## src/rtl/quad_encoder_emulator_if.sv

```systemverilog
// Quadrature encoder emulator bus.
// The emulator is the master; the motor-controller side is the slave.
interface quad_encoder_emulator_if #(
  parameter int PERIOD_W = 16,
  parameter int POS_W    = 32
);
  logic                       en;
  logic                       dir;
  logic [PERIOD_W-1:0]        period;
  logic                       enc_a;
  logic                       enc_b;
  logic                       enc_z;
  logic                       step_stb;
  logic signed [POS_W-1:0]    pos_count;

  modport master (
    input  en,
    input  dir,
    input  period,
    output enc_a,
    output enc_b,
    output enc_z,
    output step_stb,
    output pos_count
  );

  modport slave (
    output en,
    output dir,
    output period,
    input  enc_a,
    input  enc_b,
    input  enc_z,
    input  step_stb,
    input  pos_count
  );
endinterface

```

## src/rtl/quad_encoder_emulator.sv

```systemverilog
// Quadrature A/B/Z generator at a commanded quarter-step period and direction.
// Period and direction are latched per step so a running step is never truncated.
module quad_encoder_emulator #(
  parameter int PERIOD_W = 16,
  parameter int POS_W    = 32,
  parameter int PPR      = 64
) (
  input  logic                     CLK100MHZ,
  input  logic                     CPU_RESETN,
  quad_encoder_emulator_if.master  bus
);

  localparam int STEPS = 4 * PPR;
  localparam int REV_W = $clog2(STEPS);
  localparam logic [REV_W-1:0] REV_MAX = REV_W'(STEPS - 1);

  typedef enum logic [1:0] {
    S0 = 2'd0,
    S1 = 2'd1,
    S2 = 2'd2,
    S3 = 2'd3
  } phase_t;

  phase_t                  phase;
  phase_t                  phase_nx;
  logic [PERIOD_W-1:0]     timer;
  logic [PERIOD_W-1:0]     period_act;
  logic                    dir_act;
  logic [REV_W-1:0]        rev_pos;
  logic [REV_W-1:0]        rev_nx;
  logic                    running;
  logic                    step_ev;
  logic                    a_nx;
  logic                    b_nx;
  logic                    enc_a_q;
  logic                    enc_b_q;
  logic                    enc_z_q;
  logic                    stb_q;
  logic signed [POS_W-1:0] pos_q;

  assign running = bus.en && (period_act != '0);
  assign step_ev = running &&
                   (timer == period_act - PERIOD_W'(1));

  always_comb begin
    phase_nx = dir_act ? phase_t'(phase + 2'd1)
                       : phase_t'(phase - 2'd1);
    rev_nx = rev_pos;
    if (dir_act)
      rev_nx = (rev_pos == REV_MAX) ? '0
                                    : rev_pos + REV_W'(1);
    else
      rev_nx = (rev_pos == '0) ? REV_MAX
                               : rev_pos - REV_W'(1);
  end

  // Gray sequence: S0=00 S1=10 S2=11 S3=01
  always_comb begin
    a_nx = 1'b0;
    b_nx = 1'b0;
    unique case (1'b1)
      (phase_nx == S0): begin a_nx = 1'b0; b_nx = 1'b0; end
      (phase_nx == S1): begin a_nx = 1'b1; b_nx = 1'b0; end
      (phase_nx == S2): begin a_nx = 1'b1; b_nx = 1'b1; end
      (phase_nx == S3): begin a_nx = 1'b0; b_nx = 1'b1; end
      default:          begin a_nx = 1'b0; b_nx = 1'b0; end
    endcase
  end

  always_ff @(posedge CLK100MHZ or negedge CPU_RESETN) begin
    if (!CPU_RESETN) begin
      phase      <= S0;
      timer      <= '0;
      period_act <= '0;
      dir_act    <= 1'b1;
      rev_pos    <= '0;
      enc_a_q    <= 1'b0;
      enc_b_q    <= 1'b0;
      enc_z_q    <= 1'b0;
      stb_q      <= 1'b0;
      pos_q      <= '0;
    end else begin
      stb_q <= 1'b0;
      if (!running) begin
        timer      <= '0;
        period_act <= bus.period;
        dir_act    <= bus.dir;
      end else if (step_ev) begin
        timer      <= '0;
        phase      <= phase_nx;
        enc_a_q    <= a_nx;
        enc_b_q    <= b_nx;
        enc_z_q    <= (rev_nx == '0);
        rev_pos    <= rev_nx;
        pos_q      <= dir_act ? pos_q + POS_W'(1)
                              : pos_q - POS_W'(1);
        stb_q      <= 1'b1;
        period_act <= bus.period;
        dir_act    <= bus.dir;
      end else begin
        timer <= timer + PERIOD_W'(1);
      end
    end
  end

  assign bus.enc_a     = enc_a_q;
  assign bus.enc_b     = enc_b_q;
  assign bus.enc_z     = enc_z_q;
  assign bus.step_stb  = stb_q;
  assign bus.pos_count = pos_q;

endmodule

```

## src/flat_wrapper.sv

```systemverilog
// flat-port wrapper written by rule: the top's interface ports become plain ports
module quad_encoder_emulator_flat 
#(
  parameter int PERIOD_W = 16,
  parameter int POS_W    = 32,
  parameter int PPR      = 64
)
  (CLK100MHZ, CPU_RESETN, bus_en, bus_dir, bus_period, bus_enc_a, bus_enc_b, bus_enc_z, bus_step_stb, bus_pos_count);
  quad_encoder_emulator_if #(.PERIOD_W(PERIOD_W), .POS_W(POS_W)) bus_i ();
  input  logic CLK100MHZ;
  input  logic CPU_RESETN;
  input wire logic [$bits(bus_i.en)-1:0] bus_en;
  input wire logic [$bits(bus_i.dir)-1:0] bus_dir;
  input wire logic [$bits(bus_i.period)-1:0] bus_period;
  output wire logic [$bits(bus_i.enc_a)-1:0] bus_enc_a;
  output wire logic [$bits(bus_i.enc_b)-1:0] bus_enc_b;
  output wire logic [$bits(bus_i.enc_z)-1:0] bus_enc_z;
  output wire logic [$bits(bus_i.step_stb)-1:0] bus_step_stb;
  output wire logic [$bits(bus_i.pos_count)-1:0] bus_pos_count;
  assign bus_i.en = bus_en;
  assign bus_i.dir = bus_dir;
  assign bus_i.period = bus_period;
  assign bus_enc_a = bus_i.enc_a;
  assign bus_enc_b = bus_i.enc_b;
  assign bus_enc_z = bus_i.enc_z;
  assign bus_step_stb = bus_i.step_stb;
  assign bus_pos_count = bus_i.pos_count;
  quad_encoder_emulator #(.PERIOD_W(PERIOD_W), .POS_W(POS_W), .PPR(PPR)) u_core (.CLK100MHZ(CLK100MHZ), .CPU_RESETN(CPU_RESETN), .bus(bus_i));
endmodule
```

## config.mk

```make
export PLATFORM = sky130hd
export DESIGN_NAME = quad_encoder_emulator_flat
export DESIGN_NICKNAME = d
export VERILOG_FILES = /design/src/rtl/quad_encoder_emulator_if.sv /design/src/rtl/quad_encoder_emulator.sv /design/src/flat_wrapper.sv
export SDC_FILE = /design/constraint.sdc
export NUM_CORES = 1
export LEC_CHECK = 0
export CORE_AREA = 2 2 108 110
export DETAILED_ROUTE_END_ITERATION = 12
export DIE_AREA = 0 0 110 112
export PLACE_DENSITY = 0.71
export SKIP_LAST_GASP = 1
export SYNTH_ARGS = -nofsm -noshare
export SYNTH_HDL_FRONTEND = slang
export SYNTH_SLANG_ARGS = --single-unit
```

## constraint.sdc

```tcl
create_clock -name CLK100MHZ -period 7.8 [get_ports CLK100MHZ]
set_input_delay 1.56 -clock CLK100MHZ [delete_from_list [all_inputs] [get_ports CLK100MHZ]]
set_output_delay 1.56 -clock CLK100MHZ [all_outputs]
set_load 0.1 [all_outputs]
```

# Word level (Yosys, flattened, before mapping)
# Index checks and enable logic that the tools add are counted.
[totals]
regBits = 79
inputBits = 20
output_inout_bits = 36
word_cells = 47
[op_classes]
n_addsub = 8
eq_ne = 6
mux = 15
reduce_logical = 8
[op_table]
columns = ["op", "count"]
rows = [
  ["two-way mux 16 bit", 4],
  ["adder 32 x 2 -> 32 bit (second input constant)", 1],
  ["two-way mux 32 bit", 1],
  ["subtractor 32 x 2 -> 32 bit (second input constant)", 1],
  ["two-way mux 8 bit", 3],
  ["adder 16 x 1 -> 16 bit (second input constant)", 1],
  ["== test 16 bit", 1],
  ["logical NOT 8 bit", 2],
  ["nonzero test 16 bit", 1],
  ["subtractor 16 x 1 -> 16 bit (second input constant)", 1],
  ["adder 8 x 1 -> 8 bit (second input constant)", 1],
  ["== test 8 bit (second input constant)", 1],
  ["subtractor 8 x 1 -> 8 bit (second input constant)", 1],
  ["two-way mux 1 bit", 6],
  ["== test 2 bit (second input constant)", 2],
  ["OR reduction 2 bit", 2],
  ["adder 2 x 1 -> 2 bit (second input constant)", 1],
  ["== test 2 x 1 -> 1 bit (second input constant)", 1],
  ["logical AND 1 bit", 2],
  ["two-way mux 2 bit", 1],
  ["!= test 2 bit (second input constant)", 1],
  ["AND reduction 2 bit", 1],
  ["subtractor 2 x 1 -> 2 bit (second input constant)", 1],
]

# Longest topological paths before layout
[logic_depth]
ltp_word = 5
depth_mapped = 13
mapped_depth_nobuf = 11

# Worst setup path before layout
# Ideal clock, no wire load.
[synth_timing]
path_kind = "flip-flop to flip-flop"
start = "reg u_core.dir_act"
end = "reg u_core.pos_q[24], in the netlist u_core.bus.pos_count[24]"
setup_time_ps = 83
arrival_time_ps = 3717
t_required_ps = 7717
slack_ps = 4000
stages_incl_launch_ff = 12
n_path_buf = 0
period_less_slack_ps = 3800
path_cell_list = "dfstp_2 -> clkinv_1 -> fa_1 -> a211oi_1 -> nor2_1 -> a2bb2oi_1 -> a221oi_1 -> o21ai_0 -> a211oi_1 -> o21ai_0 -> xnor2_1 -> o21ai_0"
[synth_between]
elab_chain_cells = 1
[synth_lines]
columns = ["element", "line", "text"]
rows = [
  ["start, declared", "quad_encoder_emulator.sv:28", "logic dir_act;"],
  ["start signal, assigned", "quad_encoder_emulator.sv:87", "dir_act <= bus.dir;"],
  ["start signal, assigned", "quad_encoder_emulator.sv:99", "dir_act <= bus.dir;"],
  ["two-way mux 32 bit", "quad_encoder_emulator.sv:95", "pos_q <= dir_act ? pos_q + POS_W'(1)"],
  ["end signal, assigned", "quad_encoder_emulator.sv:95", ""],
  ["end, declared", "quad_encoder_emulator.sv:39", "logic signed [POS_W-1:0] pos_q;"],
]
# Every way passes these cells.
# A chain may end at the register's enable or synchronous reset.

# Worst setup path in the final report
# Same ends and word-level chain as after synthesis.

==> results.txt <==
The flow ran to the end, and the final reports show no timing, DRC or antenna violations. After floorplanning, the core was sized to cover 11,200 um2. Static timing analysis puts the maximum clock frequency at 229 MHz. The row count was 39.

The first global-routing pass estimated 21,200 um of wire. The vias per cell is 5.71, and the post-synthesis net count is 669. The type of the worst min-delay path is flop to flop. Synthesis inferred 79 register bits. The number of setup violations in the final report is 0. Counting distinct cell types in the post-synthesis netlist gives 65. The maximum fanout encountered on the critical timing path was 21; the final core utilization was 57.9%.

The boundary pin count was 56. At the end of routability-driven placement, the weighted congestion stood at 0.875. The sequential fraction of the synthesis area was 35.9%. TritonCTS built the clock tree.

The category of the worst setup path launch point was a flop. The cell family contributing the most delay on the critical path is compound AO/OA/AOI/OAI gates. The post-route DRC violation count is 0. The TritonCTS buffer count is 9, and the fraction of layout cells with a size suffix above 1 is 5.78%. The worst pin sits at a relative slew slack of 32.7%. The max-slew violation count is 0, and the chip height is 112 um. The per-instance average area after synthesis is 9.00 um2.

The clock tree buffer depth was 2; the number of port buffers was 55. Measured along the x axis, the die boundary spans 110 um. The Yosys step of the flow raised 0 warnings. The source-to-sink clock delay at the later pin of the worst-skew pair was 0.34 ns. The number of antenna violations at the first check in global routing was 0; the arrival time reported for the critical path endpoint was 4.60 ns. By area the synthesized netlist is led by dfrtp_1 35%, ha_1 8.2%, xnor2_1 7.2%, o21ai_0 5.4%, xor2_1 5.1%. Share of the synthesized area in the top cell type: 35.4%. For this run, the post-layout net count is 710. The transition time at the pin with the least slew margin is 1.01 ns. The tree is rooted in a clkbuf_16. The run gives 0 ns as the setup TNS. The logs give 5510 um2 for the post-synthesis instance area and 0 for the post-CTS resize count.

The worst setup path is captured at a flop. The tools report the number of endpoints with negative hold slack in the final report as 0. Setup repair after global routing left no endpoint under its margin.

Dominant cell type by count on the critical path: o21ai_0. The number of detailed-route iterations in the first pass was 5. The final critical-path required period came out at 4.36 ns. In the post-synthesis netlist, the cell with the most instances is dfrtp_1. The routed design has 12,300 um of wire. After layout, the worst path uses 55.9% of the clock period. Entering global routing, the biggest net connects 80 pins.

In this design, the stage delay of the slowest critical-path cell is 0.70 ns. The commonest cells after synthesis are 78 x dfrtp_1, 67 x nand2_1, 59 x o21ai_0. The largest total area in the synthesized netlist belongs to dfrtp_1. The estimated wirelength of the detail-placed design was 8700 um. The aggregate global routing overflow was 0; the final routed wire length divided by cell count was 15.4 um.

In this run, synthesis inferred 0 flip-flops with an integrated enable. Ratio of total power to cell area: 166 nW/um2. For the full die area, the log shows 12,300 um2. The worst path buffer plus inverter count was 1. 0 antenna diodes ended up in the layout.

Compared with the post-synthesis result, the final layout area differs by 17.5%. The synthesized instance count came out at 612. The starting density of the core came out at 49.3%. At the worst endpoint, the required time is 8.04 ns. The worst voltage drop across the vdd grid came out at 0.000130 V. The signal on the critical path passes through clkinv_1, fa_1, a211oi_1, nor2_1, a2bb2oi_1, a221oi_1, o21ai_0, a211oi_1, o21ai_0, xnor2_1, o21ai_0. Across the routed clock network, the largest skew measured is 0.00614 ns. The most used flip-flop cell after synthesis is dfrtp_1. The tools report the number of violations of the max-capacitance limit as 0.

The layout has 979 filler cells. The logs give 0 for the post-CTS setup buffer count and 21.4% for the total routing usage reported by global routing. The H-tree was split into 3 levels. The via total after detailed routing is 4,575. The clock-pin transition on the worst setup and hold timing paths is 0.06 ns, and the post-cts hold buffer count is 0. The number of clock sinks seen by CTS is 79, and the number of DRC violations after detailed-routing iteration 0 is 221.

The share of synthesized registers carrying an async set or reset was 100%. The slowest library cell on the worst path was dfstp_2. The via count of the first global-routing pass was 4,509. On the final layout, the worst hold slack is 0.490 ns. The kind of critical path was flop to flop. The tools report the number of nets with antenna violations after routing as 0. Summed over all cells, the static leakage comes to 2.86 nW.
==> power breakdown <==
group / internal [mW] / leakage [nW] / switching (mW) / total [mW]
clock network: 0.330 / 0.176 / 0.172 / 0.502
logic: 0.0576 / 1.62 / 0.0751 / 0.133
registers: 0.420 / 1.06 / 0.0168 / 0.437
total: 0.808 / 2.86 / 0.264 / 1.07
==> flip-flops by register name (all words and copies together), names as in the netlist <==
signal and count:
u_core.bus.pos_count 32, u_core.bus.enc_a 1, u_core.period_act 16, u_core.bus.enc_b 1
u_core.rev_pos 8, u_core.bus.enc_z 1, u_core.phase 2, u_core.timer 16
u_core.bus.step_stb 1, u_core.dir_act 1
==> cells by family after synthesis <==
group | after synthesis | synth area share, %
AO/OA/AOI/OAI | 159 | 17.9
XOR/XNOR | 77 | 12.2
flip-flops | 79 | 35.9
multiplexers | 22 | 4.61
adder cells (fa/ha/maj) | 37 | 8.54
AND/OR/NAND/NOR | 195 | 17.3
buffers and inverters | 43 | 3.52
==> final timing paths <==
| kind | start | endpoint | slack, ns | cells past startpoint |
|---|---|---|---|---|
| worst max-delay path | u_core.dir_act | u_core.bus.pos_count[24] | 3.44 | 11 |
| worst min-delay path | u_core.bus.pos_count[31] | u_core.bus.pos_count[31] | 0.49 | 1 |
| worst max register to register | u_core.dir_act | u_core.bus.pos_count[24] | 3.44 | 11 |
| worst min register to register | u_core.bus.pos_count[31] | u_core.bus.pos_count[31] | 0.49 | 1 |
| max in group asynchronous | CPU_RESETN | u_core.bus.pos_count[21] | 5.76 | 1 |
| min in group asynchronous | CPU_RESETN | u_core.rev_pos[3] | 1.39 | 1 |
==> metal layers <==
metal | wire length [um] | GRT usage, %
met5 | 0 | 0
met3 | 535 | 3.92
met2 | 5810 | 33.8
met4 | 170 | 6.50
met1 | 5790 | 29.8
==> cell type report <==
type	instances	area (um2)	area share [%]
tap	143	179	2.76
inverter	16	60.1	0.928
sequential	79	1980	30.6
clock inverter	5	104	1.60
multi-input combinational	490	3340	51.6
clock buffer	11	253	3.90
timing repair buffer	57	563	8.70
==> worst register-to-register path, delay by kind of cell (launching register included) <==
family / cells / cell delay [ns]
xor gates and xnor gates: 1 / 0.15
adders and majority gates: 1 / 0.69
and+or+nand+nor: 1 / 0.13
AOI/OAI and AO/OA: 7 / 1.95
DFF: 1 / 0.70
buffers and inverters: 1 / 0.63
==> stage by stage <==
stage / power, mW / setup slack (ns) / area, um2 / cells
2_1_floorplan: 0.536 / 4.00 / 5510 / 612
3_3_place_gp: 0.571 / 3.70 / 6120 / 785
3_5_place_dp: 0.576 / 3.50 / 6120 / 785
4_1_cts: 1.08 / 3.40 / 6470 / 801
5_1_grt: 1.11 / 2.89 / 6470 / 801
6_report: 1.07 / 3.44 / 6470 / 801
==> cells in the final DEF, fill, tap and decap left out, types with 14 or more instances in the layout <==
cell type,netlist,final
clkdlybuf4s50_1,0,54
a21oi_1,35,35
inv_1,15,15
nand3_1,16,16
xor2_1,32,32
nor3_1,14,14
o21ai_0,59,59
dfrtp_1,78,78
nor2_1,40,40
ha_1,36,36
xnor2_1,45,45
nand2_1,67,67
Power figures use the tool's default switching activity.
